<file path="src/rtl/vga_register_bank_display.sv">
// Overlay block that draws CHANNELS registers as rows of WIDTH squares, MSB leftmost.
// Data is snapshotted once per frame in blanking; recently changed bits are highlighted.
module vga_register_bank_display #(
    parameter int unsigned WIDTH       = 8,
    parameter int unsigned CHANNELS    = 4,
    parameter int unsigned START_H     = 10,
    parameter int unsigned START_V     = 380,
    parameter int unsigned SQ          = 5,
    parameter int unsigned PITCH_H     = 10,
    parameter int unsigned PITCH_V     = 8,
    parameter int unsigned SNAP_V      = 490,
    parameter int unsigned HOLD_FRAMES = 30,
    parameter logic [2:0]  ON_COL      = 3'b100,
    parameter logic [2:0]  CHG_ON_COL  = 3'b010,
    parameter logic [2:0]  CHG_OFF_COL = 3'b001
) (
    input  logic                         clk,
    input  logic                         reset,
    input  logic [CHANNELS*WIDTH-1:0]    data_in,
    input  logic                         freeze,
    input  logic [10:0]                  vga_h,
    input  logic [10:0]                  vga_v,
    input  logic [2:0]                   bg,
    output logic [2:0]                   pixel_out,
    output logic                         display_on
);

    localparam int unsigned VW    = 11;
    localparam int unsigned NB    = CHANNELS * WIDTH;
    localparam int unsigned IDX_W = (NB > 1) ? $clog2(NB) : 1;
    localparam int unsigned CNT_W = (HOLD_FRAMES > 1) ? $clog2(HOLD_FRAMES + 1) : 1;

    localparam logic [VW-1:0]    H_LO    = VW'(START_H);
    localparam logic [VW-1:0]    H_HI    = VW'(START_H + WIDTH * PITCH_H);
    localparam logic [VW-1:0]    V_LO    = VW'(START_V);
    localparam logic [VW-1:0]    V_HI    = VW'(START_V + CHANNELS * PITCH_V);
    localparam logic [VW-1:0]    SNAP_L  = VW'(SNAP_V);
    localparam logic [VW-1:0]    HX_LAST = VW'(PITCH_H - 1);
    localparam logic [VW-1:0]    VY_LAST = VW'(PITCH_V - 1);
    localparam logic [VW-1:0]    SQ_L    = VW'(SQ);
    localparam logic [CNT_W-1:0] HOLD    = CNT_W'(HOLD_FRAMES);

    logic [VW-1:0]                   r_hx, r_hcol, r_vy, r_vrow;
    logic [VW-1:0]                   w_hx, w_hcol, w_vy, w_vrow;
    logic [NB-1:0]                   r_snap, r_chg, w_diff;
    logic [CHANNELS-1:0][CNT_W-1:0]  r_cnt;
    logic                            r_primed;
    logic [2:0]                      r_pix, w_pix;
    logic                            r_disp;
    logic                            w_in_area, w_in_sq, w_sample, w_bit, w_bit_chg;
    logic [IDX_W-1:0]                w_idx;

    // Running column/offset counters; restart at the block's first column.
    always_comb begin
        w_hx   = r_hx + VW'(1);
        w_hcol = r_hcol;
        if (vga_h == H_LO) begin
            w_hx   = '0;
            w_hcol = '0;
        end else if (r_hx == HX_LAST) begin
            w_hx   = '0;
            w_hcol = r_hcol + VW'(1);
        end
    end

    // Row/line counters advance once per line, at column 0.
    always_comb begin
        w_vy   = r_vy;
        w_vrow = r_vrow;
        if (vga_h == '0) begin
            if (vga_v == V_LO) begin
                w_vy   = '0;
                w_vrow = '0;
            end else if (r_vy == VY_LAST) begin
                w_vy   = '0;
                w_vrow = r_vrow + VW'(1);
            end else begin
                w_vy   = r_vy + VW'(1);
            end
        end
    end

    always_comb begin
        w_in_area = (vga_h >= H_LO) && (vga_h < H_HI) && (vga_v >= V_LO) && (vga_v < V_HI);
        w_in_sq   = (w_hx < SQ_L) && (w_vy < SQ_L);
        w_sample  = (vga_v == SNAP_L) && (vga_h == '0) && !freeze;
        w_diff    = data_in ^ r_snap;
        w_idx     = IDX_W'(int'(w_vrow) * WIDTH + (WIDTH - 1) - int'(w_hcol));
        w_bit     = r_snap[w_idx];
        w_bit_chg = r_chg[w_idx];
        w_pix     = bg;
        if (w_in_area && w_in_sq) begin
            if (w_bit_chg && w_bit)  w_pix = CHG_ON_COL;
            else if (w_bit_chg)      w_pix = CHG_OFF_COL;
            else if (w_bit)          w_pix = ON_COL;
            else                     w_pix = 3'b000;
        end
    end

    always_ff @(posedge clk or posedge reset) begin
        if (reset) begin
            r_hx   <= '0;
            r_hcol <= '0;
            r_vy   <= '0;
            r_vrow <= '0;
            r_pix  <= '0;
            r_disp <= 1'b0;
        end else begin
            r_hx   <= w_hx;
            r_hcol <= w_hcol;
            r_vy   <= w_vy;
            r_vrow <= w_vrow;
            r_pix  <= w_pix;
            r_disp <= w_in_area;
        end
    end

    // Frame snapshot and per-channel highlight hold; a new change replaces the old mask.
    always_ff @(posedge clk or posedge reset) begin
        if (reset) begin
            r_snap   <= '0;
            r_chg    <= '0;
            r_cnt    <= '0;
            r_primed <= 1'b0;
        end else if (w_sample) begin
            r_snap   <= data_in;
            r_primed <= 1'b1;
            for (int c = 0; c < CHANNELS; c++) begin
                if (HOLD_FRAMES != 0 && r_primed && w_diff[c*WIDTH +: WIDTH] != '0) begin
                    r_chg[c*WIDTH +: WIDTH] <= w_diff[c*WIDTH +: WIDTH];
                    r_cnt[c]                <= HOLD;
                end else if (r_cnt[c] > CNT_W'(1)) begin
                    r_cnt[c] <= r_cnt[c] - CNT_W'(1);
                end else if (r_cnt[c] == CNT_W'(1)) begin
                    r_cnt[c]                <= '0;
                    r_chg[c*WIDTH +: WIDTH] <= '0;
                end
            end
        end
    end

    assign pixel_out  = r_pix;
    assign display_on = r_disp;

endmodule

</file>
<file path="config.mk">
export PLATFORM = sky130hd
export DESIGN_NAME = vga_register_bank_display
export DESIGN_NICKNAME = d
export VERILOG_FILES = /design/src/rtl/vga_register_bank_display.sv
export SDC_FILE = /design/constraint.sdc
export NUM_CORES = 1
export LEC_CHECK = 0
export ABC_AREA = 0
export CORE_MARGIN = 8
export CORE_UTILIZATION = 57
export DETAILED_ROUTE_END_ITERATION = 8
export DONT_BUFFER_PORTS = 1
export HOLD_SLACK_MARGIN = 0.1
export PLACE_DENSITY_LB_ADDON = 0.1
export SLEW_MARGIN = 5
export SYNTH_ARGS = -nofsm -noshare
export SYNTH_HDL_FRONTEND = slang
export SYNTH_SLANG_ARGS = --single-unit
</file>
<file path="constraint.sdc">
create_clock -name clk -period 3.69 [get_ports clk]
set_input_delay 0.369 -clock clk [delete_from_list [all_inputs] [get_ports clk]]
set_output_delay 0.369 -clock clk [all_outputs]
set_load 0.01 [all_outputs]
</file>
# Word level (Yosys, flattened, before mapping)
# Index checks and enable logic that the tools add are counted.
# word_totals
regBits	133
input_bits	60
wordCells	127
# classes
n_eq_ne	13
n_mux	42
n_addsub	10
n_bitwise	1
reduce_logical	34
order_cmp	11
# ops
op	count
$mux 11	10
$mux 8	12
$mux 5	12
$add 11x1->11 const B	4
$reduce_bool 8->1	4
$xor 32x32->32	1
$eq 11x4->1 const B	2
$eq 11x9->1 const B	2
$lt 11x3->1 const B	2
$eq 5x1->1 const B	4
$gt 5x1->1 const B	4
$sub 5x1->5 const B	4
$logic_and 1x1->1	12
$mux 3	4
$reduce_and 3->1	4
$reduce_bool 3->1	4
$eq 11x3->1 const B	1
$ge 11x4->1 const B	1
$ge 11x9->1 const B	1
$logic_not 11->1	1
$lt 11x7->1 const B	1
$lt 11x9->1 const B	1
$bmux 1 s5	2
$ne 2x2->1 const B	4
other kinds (7)	14

# Logic depth before layout (Yosys ltp)
# Gate-level depths: netlist of the first run.
# depth
depth_word	12
ltp_mapped	15
ltp_nobuf	14

# Least setup slack after synthesis of the first run
# Ideal clock, no wire load.
# synth_path
path_kind	input -> register
startpoint	input vga_h[7]
endpoint	register r_pix[2] (netlist: pixel_out[2])
stages	11
setup_slack_ps	228
path_buffers	1
t_required_ps	3565
setup_ps	125
t_arrival_ps	3337
cell_sequence	or4_4 -> or3_4 -> buf_6 -> or2_2 -> o31a_1 -> ha_1 -> xor2_1 -> xnor2_1 -> mux4_2 -> o31a_1 -> mux2_2
# synth_between
elab_chain_len	10
elab_cells_between_ends	26
cone_classes	2 x add/sub; 4 x order compare; 1 x eq/ne; 12 x mux; 7 x reduce/logical
# synth_lines
element	line	text
start: declaration	21	input logic [10:0] vga_h,
$logic_not 11->1	70	if (vga_h == '0) begin
$mux 11	70	
$add 5x3->5	88	w_idx = IDX_W'(int'(w_vrow) * WIDTH + (WIDTH - 1) - int'(w_hcol));
$sub 5x5->5	88	
$bmux 1 s5	89	w_bit = r_snap[w_idx];
$mux 1 (not written as such)	89	
$mux 3	95	else if (w_bit) w_pix = ON_COL;
$mux 3	94	else if (w_bit_chg) w_pix = CHG_OFF_COL;
$mux 3	93	if (w_bit_chg && w_bit) w_pix = CHG_ON_COL;
$mux 3 *	92	if (w_in_area && w_in_sq) begin
named net w_pix[2]	48	logic [2:0] r_pix, w_pix;
end signal: assignment	113	r_pix <= w_pix;
end: declaration	48	
# Mark *: on every way through the listed nets, which the timed path passes. The rest lies on a longest branch. The select of a mux whose other input is x is not followed.
# A chain may end at the register's enable or synchronous reset.

# Worst setup path in the final report of the first run
# layout_path
startpoint	register r_vy[9]
endpoint	register r_pix[2] (netlist: pixel_out[2])
# layout_between
elab_chain_len	12
elab_cells_between_ends	22
cone_classes	3 x add/sub; 1 x order compare; 1 x eq/ne; 14 x mux; 3 x reduce/logical
# layout_lines
element	line	text
start: declaration	43	logic [VW-1:0] r_hx, r_hcol, r_vy, r_vrow;
start signal: assignment	111	r_vy <= w_vy;
$eq 11x3->1	74	end else if (r_vy == VY_LAST) begin
$mux 11	74	
$mux 11	71	if (vga_v == V_LO) begin
$mux 11	70	
$add 5x3->5	88	
$sub 5x5->5	88	
$bmux 1 s5	89	
$mux 1 (not written as such)	89	
$mux 3	95	
$mux 3	94	
$mux 3	93	
$mux 3 *	92	
named net w_pix[2]	48	
# Marked as above.

==> results.tsv, run 1 <==
metric	value	unit
clock-sinks	118	
cp-start-kind	register	
max_freq	0.305	GHz
die_h	125	microns
drt_wl_total	17.2	mm
crit_chain	nor4_1, and4_1, nor2_1, o21ai_0, o31a_1, ha_1, xor2_1, xnor2_1, mux4_2, o31a_1, mux2_2	
timing.final.crit_share	89.0	%
r2r_start	r_vy[9]	
nets	834	
fin_util	68.5	%
cts_tree	done	
finalHoldViolCount	0	
yosysWarnings	0	
routedWlPerCell	18.7	microns
synth_top_area_share	43.8	%
rows	39	
clk_pin_slew_worst_paths	0.05	ns
holdCritStartpoint	bg[0]	
fillers	883	
multi_input_area	3550	sq um
slew_headroom	47.0	%
startpoint	r_vy[9]	
dieArea	15600	sq um
drtPass1Iterations	6	
drc	0	
ant_nets	0	
synthTopCellsByArea	dfrtp_1, nand2_1, xor2_1	
crit_slowest_cell	and4_1	
grt_usage	22.4	%
crit_arrival	3.59	ns
regArea	2950	sq um
portBuffers	0	
end_kind	register	
synth_seq_area_share	43.8	%
setup_tns	0	ns
syn-cell-area	6750	sq um
powerDensity	536	nW/um^2
fin_crit	3.28	ns
status	complete, no violations	
crit_type	register to register	
cts_buffer_depth	2	
endpoint	pixel_out[2]	
grt-ovfl-total	0	
via_per_inst	6.17	
synth_edf_count	0	
r2r_end	pixel_out[2]	
rsz0062_at_grt	false	
syn_inst	727	
synth_cell_types	77	
worst_pin_slew	0.788	ns
initial_core_util	58.8	%
core_area	11500	sq um
drv_slew	0	
cp.required	4.00	ns
insertion_delay	0.42	ns
maxCapViolations	0	
hpwl	11.8	mm
drive_gt1_share	10.3	%
ys_ff_latch	118	
grt_max_degree	73	
synth_most_common_cell	nand2_1	
yosys.area.top_type	dfrtp_1	
leakagePower	3.61	nW
area_growth	16.3	%
setup_slack	0.406	ns
preCtsSetupSlack	0.196	ns
cp_common_cell	o31a_1	
yosys-top-cells-count	nand2_1, dfrtp_1, nor2_1	
finalClockSkew	0.00639	ns
io_pins	64	
syn_avg_cell_area	9.28	sq um
place.gp.congestion	0.893	
r2r_cells	11	
grt_pass1_wl	28.3	mm
reg2reg_slack	0.41	ns
ys_dominant_reg_cell	dfrtp_1	
dieWidth	125	microns
crit_fanout	10	
ir_drop	0.000449	V
cts.htree.levels	4	
setup_viol	0	
synthArstFlopShare	100	%
hold_class	primary input to register	
cts_root_buf	clkbuf_16	
n_antenna_cell	0	
via_count	5660	
synth.net_count	800	
numCtsBuffers	17	
drtIter0Drc	473	
antenna_found_initial	0	
first_global_vias	5586	
max_stage_delay	0.47	ns
layout make-up:
| cell class | instances | share of cell area, % |
|---|---|---|
| clock buffers | 21 | 6.12 |
| well taps | 143 | 2.28 |
| clock inverters | 11 | 1.86 |
| multi-input cells | 558 | 45.3 |
| repair buffers | 46 | 5.83 |
| inverters | 20 | 1.02 |
| flip-flops and latches | 118 | 37.6 |
registers in the layout, indices dropped and copies added, names as in the netlist:
| register | flops |
|---|---|
| display_on | 1 |
| pixel_out | 3 |
| r_chg | 32 |
| r_cnt | 20 |
| r_hcol | 5 |
| r_hx | 11 |
| r_primed | 1 |
| r_snap | 32 |
| r_vrow | 2 |
| r_vy | 11 |
routing by layer:
layer  global-route usage (%)  wire, microns  vias up  share of wire [%]
li1                         -              -     2659                  -
met1                     26.7           7310     2765                 42
met2                     36.7           8290      210                 48
met3                     7.62           1280       26                7.4
met4                     8.01            318        0                1.8
met5                        0              0        -                  0
through the flow:
step                      power [mW]  std cells  area [sq um]  hold WS (ns)
final                           4.20        917          7850         0.165
after global routing            4.38        917          7850         0.157
after CTS                       4.23        917          7850         0.153
after detailed placement        2.44        850          6870         0.360
after global placement          2.42        850          6870         0.356
after floorplan                 2.21        727          6750         0.461
where the power goes:
part / internal [mW] / switching (mW)
logic: 0.432 / 0.580
registers: 1.35 / 0.0961
clock network: 1.13 / 0.616
cells in the final DEF, fill, tap and decap left out, types with 6 or more instances in the layout:
cell	Yosys	layout
nor2b_1	8	8
a31oi_1	14	14
and2_1	8	8
xnor2_1	9	9
a22o_1	33	33
ha_1	13	13
nor4_1	17	17
nand2_1	160	160
mux2i_1	10	10
inv_1	19	18
nand3_1	19	19
o21ai_1	8	8
a21oi_1	8	8
dlygate4sd3_1	0	35
o211ai_1	6	6
mux2_2	8	8
nor2_1	43	43
xor2_1	38	38
nor3_1	16	16
buf_4	3	9
o21ai_0	38	38
a32oi_1	7	7
dfrtp_1	118	118
o31ai_1	8	8
clkbuf_16	0	17
worst max-delay path: cells and delay by family, from the launching register on:
family	cells	cell delay [ns]
AO/OA/AOI/OAI	3	0.50
adder cells (fa/ha/maj)	1	0.17
multiplexers	2	0.65
XOR/XNOR	2	0.41
flip-flops	1	0.42
AND/OR/NAND/NOR	3	1.02
cells by family after synthesis:
logic type      after synthesis  synth area share, %
simple gates                327                 24.5
buf+inv                      51                 3.60
compound gates              148                 15.5
mux                          20                 3.36
flops                       118                 43.8
xor+xnor                     49                 6.75
fa+ha+maj                    14                 2.56
timing repair:
action                                 4_1_cts  5_1_grt
hold buffers                                35        0
resized for setup                            0        0
setup buffers                                0        0
endpoints found under the hold margin       80        0
how the worst min path moves through the flow:
stage,slack (ns),to,depth (start not counted)
2_1_floorplan,0.46,r_chg[11],1
3_3_place_gp,0.36,r_hx[2],1
3_5_place_dp,0.36,r_hx[2],1
4_1_cts,0.15,pixel_out[0],2
5_1_grt,0.16,pixel_out[0],2
6_report,0.16,pixel_out[0],2
No activity file was read; power rests on OpenSTA's default activity.
==> inputs of run 2 (changes only) <==
- GPL_ROUTABILITY_DRIVEN: unset -> 0
==> results of run 2 <==
No change in the layout: final DEF, timing and power equal those of run 1.
